===== config.mk =====
export PLATFORM = sky130hd
export DESIGN_NAME = ccff_loader
export DESIGN_NICKNAME = d
export VERILOG_FILES = /design/src/rtl/ccff_loader.sv
export SDC_FILE = /design/constraint.sdc
export NUM_CORES = 1
export LEC_CHECK = 0
export BUFFER_PORTS_ARGS = -buffer_cell sky130_fd_sc_hd__buf_4
export CAP_MARGIN = 10
export CORE_UTILIZATION = 30
export CTS_CLUSTER_DIAMETER = 200
export DETAILED_ROUTE_END_ITERATION = 10
export PLACE_DENSITY = 0.5
export SLEW_MARGIN = 20
export SYNTH_ARGS = -nofsm -noshare
export SYNTH_HDL_FRONTEND = slang
export SYNTH_SLANG_ARGS = --single-unit

===== constraint.sdc =====
create_clock -name prog_clk -period 4.7 [get_ports prog_clk]
set_input_delay 0.235 -clock prog_clk [delete_from_list [all_inputs] [get_ports prog_clk]]
set_output_delay 0.235 -clock prog_clk [all_outputs]
set_load 0.05 [all_outputs]

===== src/rtl/ccff_loader.sv =====
// Serial loader for a configuration flip-flop chain: unpacks bitstream words
// LSB-first onto the chain head and gates the chain shift clock per bit.
module ccff_loader #(
    parameter int unsigned CHAIN_LEN = 64,
    parameter int unsigned WORD_W    = 8,
    parameter int unsigned CNT_W     = $clog2(CHAIN_LEN + 1)
) (
    input  logic              prog_clk,
    input  logic              pReset_n,
    input  logic              start,
    input  logic              abort,
    input  logic [WORD_W-1:0] bs_data,
    input  logic              bs_valid,
    output logic              bs_ready,
    output logic              ccff_head,
    output logic              ccff_shift_en,
    output logic              config_enable,
    output logic [CNT_W-1:0]  bit_count,
    output logic              busy,
    output logic              done,
    output logic              error
);

    localparam int unsigned BL_W = $clog2(WORD_W + 1);

    typedef enum logic [1:0] {
        IDLE   = 2'd0,
        LOAD   = 2'd1,
        FINISH = 2'd2
    } state_e;

    state_e              state_q, state_d;
    logic [WORD_W-1:0]   shreg_q, shreg_d;
    logic [BL_W-1:0]     bits_left_q, bits_left_d;
    logic [CNT_W-1:0]    bit_count_q, bit_count_d;
    logic                error_q, error_d;
    logic                done_q, done_d;
    logic                busy_q, busy_d;
    logic                cfg_en_q, cfg_en_d;
    logic                ready_q, ready_d;
    logic                shift_en_q, shift_en_d;
    logic                head_q, head_d;
    logic                handshake;
    logic                last_bit;

    // Next-state and next-output logic; registered outputs mirror the next state.
    always_comb begin
        state_d     = state_q;
        shreg_d     = shreg_q;
        bits_left_d = bits_left_q;
        bit_count_d = bit_count_q;
        error_d     = error_q;
        done_d      = 1'b0;
        handshake   = bs_valid && ready_q;
        last_bit    = shift_en_q && (bit_count_q == CNT_W'(CHAIN_LEN - 1));

        unique case (state_q)
            IDLE: begin
                if (start && !abort) begin
                    state_d     = LOAD;
                    bit_count_d = '0;
                    error_d     = 1'b0;
                    bits_left_d = '0;
                    shreg_d     = '0;
                end
            end
            LOAD: begin
                if (shift_en_q) begin
                    shreg_d     = shreg_q >> 1;
                    bits_left_d = bits_left_q - BL_W'(1);
                    if (bit_count_q != CNT_W'(CHAIN_LEN)) begin
                        bit_count_d = bit_count_q + CNT_W'(1);
                    end
                end
                // A new word may land on the same edge the previous word's last bit leaves.
                if (handshake) begin
                    shreg_d     = bs_data;
                    bits_left_d = BL_W'(WORD_W);
                end
                if (abort) begin
                    state_d     = IDLE;
                    error_d     = 1'b1;
                    bits_left_d = '0;
                end else if (last_bit) begin
                    state_d     = FINISH;
                    bits_left_d = '0;
                    shreg_d     = '0;
                    done_d      = 1'b1;
                end
            end
            FINISH: begin
                state_d = IDLE;
                if (abort) begin
                    error_d = 1'b1;
                end
            end
            default: begin
                state_d     = IDLE;
                bits_left_d = '0;
            end
        endcase

        busy_d     = (state_d != IDLE);
        cfg_en_d   = (state_d != IDLE);
        ready_d    = (state_d == LOAD) && (bits_left_d <= BL_W'(1));
        shift_en_d = (state_d == LOAD) && (bits_left_d != '0);
        head_d     = shift_en_d ? shreg_d[0] : head_q;
    end

    always_ff @(posedge prog_clk or negedge pReset_n) begin
        if (!pReset_n) begin
            state_q     <= IDLE;
            shreg_q     <= '0;
            bits_left_q <= '0;
            bit_count_q <= '0;
            error_q     <= 1'b0;
            done_q      <= 1'b0;
            busy_q      <= 1'b0;
            cfg_en_q    <= 1'b0;
            ready_q     <= 1'b0;
            shift_en_q  <= 1'b0;
            head_q      <= 1'b0;
        end else begin
            state_q     <= state_d;
            shreg_q     <= shreg_d;
            bits_left_q <= bits_left_d;
            bit_count_q <= bit_count_d;
            error_q     <= error_d;
            done_q      <= done_d;
            busy_q      <= busy_d;
            cfg_en_q    <= cfg_en_d;
            ready_q     <= ready_d;
            shift_en_q  <= shift_en_d;
            head_q      <= head_d;
        end
    end

    assign bs_ready      = ready_q;
    assign ccff_head     = head_q;
    assign ccff_shift_en = shift_en_q;
    assign config_enable = cfg_en_q;
    assign bit_count     = bit_count_q;
    assign busy          = busy_q;
    assign done          = done_q;
    assign error         = error_q;

endmodule


==> results of run 1 <==
-- cells in the mapped netlist (2+ instances only) --
cell type  count
dfrtp_1       27
nand2_1       21
a21oi_1       19
nor2_1        16
o21ai_0       16
inv_1          9
ha_1           7
mux2i_1        7
nor3_1         5
nand4_1        4
xor2_1         4
buf_2          3
clkbuf_1       2
nand2b_1       2
o221ai_1       2
or3_1          2
-- how the worst max path moves through the flow --
stage / startpoint / endpoint / slack, ns / depth (start not counted)
after floorplan: bit_count[1]$_DFFE_PN0P_ / ccff_head$_DFFE_PN0P_ / 2.36 / 7
after global placement: ccff_shift_en$_DFF_PN0_ / ccff_head$_DFFE_PN0P_ / 2.41 / 6
after detailed placement: state_q[0]$_DFF_PN0_ / ccff_head$_DFFE_PN0P_ / 2.38 / 8
after CTS: state_q[0]$_DFF_PN0_ / ccff_head$_DFFE_PN0P_ / 2.35 / 8
after global routing: state_q[1]$_DFF_PN0_ / ccff_head$_DFFE_PN0P_ / 2.13 / 8
final: state_q[0]$_DFF_PN0_ / ccff_head$_DFFE_PN0P_ / 2.35 / 8
-- cell type report --
cell class	instances	area, sq um
Clock buffer	4	45.04
Multi-Input combinational cell	129	824.5
Fill cell	508	3012
Tap cell	67	83.83
Sequential cell	27	675.6
Inverter	9	33.78
Timing Repair Buffer	27	205.2
-- cells by family after synthesis --
| kind of cell | share of synthesized area (%) |
|---|---|
| flip-flops | 43.20 |
| XOR/XNOR | 2.800 |
| adder cells (fa/ha/maj) | 5.600 |
| buffers and inverters | 4.080 |
| AO/OA/AOI/OAI | 18.48 |
| AND/OR/NAND/NOR | 19.52 |
| multiplexers | 6.320 |
-- routing by layer --
layer,GRT usage (%),share of wire [%],vias up
li1,-,-,655
met1,18.91,51,601
met2,19.49,44,32
met3,2.033,4.2,2
met4,4.487,0.87,0
met5,0,0,-
-- registers in the layout, indices dropped and copies added, names as in the netlist --
| name | flops |
|---|---|
| bit_count | 7 |
| config_enable | 1 |
| shreg_q | 8 |
| bits_left_q | 4 |
| state_q | 2 |
| error | 1 |
| ccff_shift_en | 1 |
| ccff_head | 1 |
| done | 1 |
| bs_ready | 1 |
-- power by group --
| part | total (mW) | internal, mW | switching [mW] |
|---|---|---|---|
| combinational | 0.479 | 0.174 | 0.305 |
| sequential | 0.375 | 0.304 | 0.0714 |
| clock | 0.130 | 0.0606 | 0.0691 |
-- stage by stage --
stage | instance area [sq um] | power (mW) | worst slack, ns | hold WS (ns)
floorplan | 1564 | 0.7355 | 2.361 | -0.06059
global placement | 1813 | 0.8565 | 2.411 | 0.1761
global route | 1868 | 1.065 | 2.125 | 0.2215
finish | 1868 | 0.9842 | 2.351 | 0.2369
detailed placement | 1813 | 0.8607 | 2.376 | 0.1745
CTS | 1868 | 0.9969 | 2.345 | 0.2273
-- tightest hold or removal path, stage by stage --
cell and delay, ns:
buf_4 0.11, nand2_1 0.06, o21ai_0 0.07
-- what timing repair did --
action | in CTS | in global routing
resized for setup | 0 | 0
setup buffers | 0 | 0
hold buffers | 1 | 0
hold endpoints to repair | 27 | 0
setup endpoints to repair | 0 | 0
==> reports/qor.yml, run 1 <==
hold_path.class: "input port to register"
path_class: "register to register"
startpoint_type: "register"
rsz0062_at_grt: "false"
clockBufferDepth: 2
clock_latency_ns: 0.26
antenna_found_initial: 0
grt_pass1_wl_um: 5451
cp_top_family: "compound AO/OA/AOI/OAI gates"
grt_overflow_total: 0
hp-start: "bs_data[7]"
fp.dieW_um: 74.21
synth_top_area_share_pct: 43.20
fin_crit_sh_pct: 49.98
ir_drop_mv: 0.2393
syn_area_per_cell_sq_um: 9.146
cts_tree: "done"
viasPerCell: 4.905
drc: 0
grt_max_degree: 28
min_period_ns: 2.349
path_clk_slew_ns: 0.09
synth.distinct_cells: 41
final-max-slew-violation-count: 0
crit_buf_inv: 2
synthTopCellsByArea: "dfrtp_1 43%, a21oi_1 6.1%, ha_1 5.6%, o21ai_0 5.1%, nand2_1 5.0%"
yosysWarnings: 0
place.gp.congestion: 0.7881
crit_path_frequent_cell: "inv_1"
final_cell_mix: "27 x dfrtp_1, 26 x buf_4, 21 x nand2_1"
synth_edf_count: 0
final.setup.tns_ns: 0
grt_pass1_vias: 1141
cts_sinks: 27
synth_area_leader_cell: "dfrtp_1"
pwr_density_cell_mw_per_mm2: 526.8
finalSetupViolations: 0
rr_worst_depth: 8
wl_per_cell_um: 12.71
fp.dieH_um: 74.21
port_buffers: 26
die_area_sq_mm: 0.005506
critical-path-slowest-cell: "dfrtp_1"
drt_wl_total_um: 3343
drive_gt1_share_pct: 18.37
fin_cells: 263
fp-row-count: 25
r2r-start: "state_q[0]$_DFF_PN0_"
start_util_pct: 32.05
min_to: "shreg_q[7]$_DFFE_PN0P_"
r2r-end: "ccff_head$_DFFE_PN0P_"
synth_top_flop_cell: "dfrtp_1"
final_core_util_pct: 38.28
cts-root-buf: "clkbuf_8"
numCtsBuffers: 3
outcome: "finished clean"
cp_max_fo: 7
core-area_sq_mm: 0.004880
initialDrtViolationCount: 48
areaGrowthSynthToFinish_pct: 19.44
cts_max_level: 1
worst_ep_required_time_ns: 4.86
critPathCaptureType: "register"
ios: 27
p_leak_nw: 0.8544
placedCellCount: 258
min_path_cells: 3
critPathMaxStageDelay_ns: 0.43
relSlewSlack_pct: 49.76
num_vias: 1290
dp_hpwl_um: 2466
fin_nets: 217
ys_ff_latch: 27
synth_area_sq_mm: 0.001564
skew_ns: 0.003718
fmax_mhz: 425.7
synth_cells: 171
mostFrequentLayoutCell: "dfrtp_1"
yosysSeqAreaShare_pct: 43.20
track_usage_pct: 12.98
drt_first_pass_iters: 4
drv_cap: 0
antenna_cells: 0
r2r_slack_ns: 2.35
crit_chain: "inv_1, ha_1, inv_1, nor3_2, a41oi_1, a21oi_1, o21a_1, mux2_4"
worst_pin_slew_ns: 0.7535
ant_nets: 0
syn_nets: 191
hold_violations: 0
async_flop_share_pct: 100.0
arrival_ns: 2.51
Power figures use the tool's default switching activity.
==> run 2: changes to the inputs <==
Settings changed: ABC_AREA set to 1.
Clock period 4.7 ns to 2.3 ns, I/O delays scaled along.
==> reports/qor.yml, run 2 <==
synth.most_common_cell: "nand2_1"  # was dfrtp_1
numCtsBuffers: 3  # unchanged
arrival_ns: 2.00  # was 2.51 ns
yosysWarnings: 0  # unchanged
port_buffers: 26  # unchanged
synthTopCellsByArea: "dfrtp_1 40%, nand2_1 10%, inv_1 6.3%, ha_1 5.2%, o21ai_0 4.2%"  # was dfrtp_1 43%, a21oi_1 6.1%, ha_1 5.6%, o21ai_0 5.1%, nand2_1 5.0%
fmax_mhz: 546.8  # was 425.7 MHz
finalSetupViolations: 0  # unchanged
yosysSeqAreaShare_pct: 40.24  # was 43.20%
ir_drop_mv: 0.5496  # was 0.2393 mV
critPathCaptureType: "register"  # unchanged
ios: 27  # unchanged
synth.distinct_cells: 36  # was 41
viasPerCell: 4.373  # was 4.905
wl_per_cell_um: 11.15  # was 12.71 um
fp.dieH_um: 76.82  # was 74.21 um
dp_slack_ns: 0.4447  # was 2.376 ns
synth_edf_count: 0  # unchanged
clock_latency_ns: 0.27  # was 0.26 ns
p_leak_nw: 0.9865  # was 0.8544 nW
areaGrowthSynthToFinish_pct: 19.45  # was 19.44%
drv_cap: 0  # unchanged
holdWs_ns: 0.03655  # was 0.2369 ns
fin_crit_sh_pct: 79.51  # was 49.98%
synth_area_sq_mm: 0.001679  # was 0.001564 sq mm
hold_violations: 0  # unchanged
startpoint_type: "register"  # unchanged
area.sequential_sq_um: 675.6  # unchanged
synth_area_leader_cell: "dfrtp_1"  # unchanged
post_cts_resized: 0  # unchanged
fin_nets: 257  # was 217
swShare_pct: 47.29  # was 45.29%
place.gp.congestion: 0.7066  # was 0.7881
pwr-share-comb_pct: 52.2  # was 48.7%
grt_max_degree: 28  # unchanged
cts_max_level: 1  # unchanged
ant_nets: 0  # unchanged
sequentialPowerShare_pct: 34.5  # was 38.1%
cts_sinks: 27  # unchanged
totalPowerFinal_mw: 2.083  # was 0.9842 mW
num_vias: 1338  # was 1,290
p_clk_share_pct: 13.3  # was 13.2%
path_class: "register to register"  # unchanged
skew_ns: 0.001638  # was 0.003718 ns
syn_nets: 227  # was 191
final.setup.tns_ns: 0  # unchanged
mostFrequentLayoutCell: "nand2_1"  # was dfrtp_1
drt_first_pass_iters: 4  # unchanged
ys_ff_latch: 27  # unchanged
cts-root-buf: "clkbuf_8"  # unchanged
largest_reg_flops: 8  # unchanged
die_area_sq_mm: 0.005901  # was 0.005506 sq mm
antenna_found_initial: 0  # unchanged
worst_ep_required_time_ns: 2.48  # was 4.86 ns
synth_top_area_share_pct: 40.24  # was 43.20%
fp-row-count: 26  # was 25
clockBufferDepth: 2  # unchanged
cts_tree: "done"  # unchanged
internal_power_mw: 1.098  # was 0.5384 mW
hold_path.class: "input port to register"  # unchanged
synth_top_flop_cell: "dfrtp_1"  # unchanged
syn_area_per_cell_sq_um: 8.112  # was 9.146 sq um
top_register: "shreg_q"  # unchanged
pwr_density_cell_mw_per_mm2: 1039  # was 526.8 mW/mm^2
track_usage_pct: 12.81  # was 12.98%
core-area_sq_mm: 0.005238  # was 0.004880 sq mm
fillers: 577  # was 508
path_clk_slew_ns: 0.10  # was 0.09 ns
relSlewSlack_pct: 74.64  # was 49.76%
multiInputGateArea_sq_um: 837.1  # was 824.5 sq um
synth_commonest_cells: "45 x nand2_1, 28 x inv_1, 27 x dfrtp_1"  # was 27 x dfrtp_1, 21 x nand2_1, 19 x a21oi_1
final_cell_mix: "45 x nand2_1, 28 x inv_1, 28 x buf_4"  # was 27 x dfrtp_1, 26 x buf_4, 21 x nand2_1
drive_gt1_share_pct: 25.85  # was 18.37%
antenna_cells: 0  # unchanged
p_switching_mw: 0.9853  # was 0.4457 mW
outcome: "finished clean"  # unchanged
final-max-slew-violation-count: 0  # unchanged
grt_pass1_wl_um: 6078  # was 5451 um
fp.dieW_um: 76.82  # was 74.21 um
dp_hpwl_um: 2680  # was 2466 um
final_area_sq_mm: 0.002006  # was 0.001868 sq mm
initialDrtViolationCount: 41  # was 48
cp_max_fo: 7  # unchanged
min_period_ns: 1.829  # was 2.349 ns
placedInstanceArea_sq_mm: 0.001949  # was 0.001813 sq mm
drc: 0  # unchanged
setup_slack_ns: 0.4713  # was 2.351 ns
drt_wl_total_um: 3411  # was 3343 um
grt_overflow_total: 0  # unchanged
async_flop_share_pct: 100.0  # unchanged
rsz0062_at_grt: "false"  # unchanged
start_util_pct: 32.06  # was 32.05%
synth_cells: 207  # was 171
worst_pin_slew_ns: 0.3772  # was 0.7535 ns
grt_pass1_vias: 1341  # was 1,141
[run 2: changes by cell type in the layout (fill, tap and decap cells not counted), moves of 4 or more]
| cell | before | now |
|---|---|---|
| a21oi_1 | 19 | 6 |
| inv_1 | 9 | 28 |
| inv_2 | 0 | 6 |
| mux2i_1 | 7 | 0 |
| nand2_1 | 21 | 45 |
| nand2_2 | 0 | 6 |
| nand3_1 | 0 | 11 |
| nor2_4 | 0 | 4 |
| nor3_1 | 5 | 1 |
| o32ai_1 | 0 | 4 |
[run 2: final cells by class]
type	instances	area share (%)
Clock buffer	3	2.059
Multi-Input combinational cell	141	41.73
Timing Repair Buffer	29	10.98
Clock inverter	1	0.2495
Tap cell	70	4.367
Inverter	35	6.925
Sequential cell	27	33.69
[run 2: cell families after synthesis]
kind of cell               synth area share (%)
DFF                                       40.24
buffers and inverters                     9.910
AOI/OAI and AO/OA                         12.97
and+or+nand+nor                           29.58
adders and majority gates                 5.216
xor gates and xnor gates                  2.086
[run 2: power groups by stage]
stage                     combinational, mW  clock (mW)  sequential [mW]
final                                  1.09       0.278            0.719
after global routing                   1.21       0.308            0.748
after CTS                              1.11       0.295            0.721
after detailed placement               1.10           0            0.730
after global placement                 1.10           0            0.730
after floorplan                       0.661           0            0.902
[run 2: routing by layer]
| metal | part of all wire, % | wire length, um | global-route usage, % |
|---|---|---|---|
| met1 | 48 | 1649 | 16.26 |
| met2 | 48 | 1643 | 22.05 |
| met3 | 2.8 | 95 | 2.738 |
| met4 | 0.67 | 23 | 2.885 |
| met5 | 0 | 0 | 0 |
[run 2: path summary, 6_finish.rpt]
check | slack (ns) | depth (start not counted) | startpoint | to
setup / recovery | 0.47 | 13 | state_q[1]$_DFF_PN0_ | ccff_head$_DFFE_PN0P_
hold / removal | 0.04 | 3 | bs_data[7] | shreg_q[7]$_DFFE_PN0P_
setup reg to reg | 0.47 | 13 | state_q[1]$_DFF_PN0_ | ccff_head$_DFFE_PN0P_
hold reg to reg | 0.48 | 2 | ccff_head$_DFFE_PN0P_ | ccff_head$_DFFE_PN0P_
max in group asynchronous | 1.75 | 2 | pReset_n | shreg_q[0]$_DFF_PN0_
min in group asynchronous | 0.29 | 2 | pReset_n | config_enable$_DFF_PN0_
[run 2: worst max-delay path, cell delays in order, from the launching register on]
cell and delay (ns):
dfrtp_1 0.42, inv_1 0.12, ha_1 0.32, inv_2 0.11, nor2_4 0.11, nand2_1 0.10, nor2_1 0.10, nand2_1 0.05
nand2_1 0.08, o21ai_1 0.09, nand3_2 0.08, nand2_2 0.05, nand2_1 0.05, nand2_1 0.04
[run 2: what timing repair did]
action / 4_1_cts / 5_1_grt
endpoints found under the hold margin: 27 / 0
hold buffers: 1 / 0
setup buffers: 0 / 0
[run 2: through the flow]
| step | utilization (%) | instances |
|---|---|---|
| after floorplan | - | 207 |
| after global placement | 37.22 | 301 |
| after detailed placement | 37.22 | 301 |
| after CTS | 38.29 | 306 |
| after global routing | 38.29 | 306 |
| final | 38.29 | 306 |
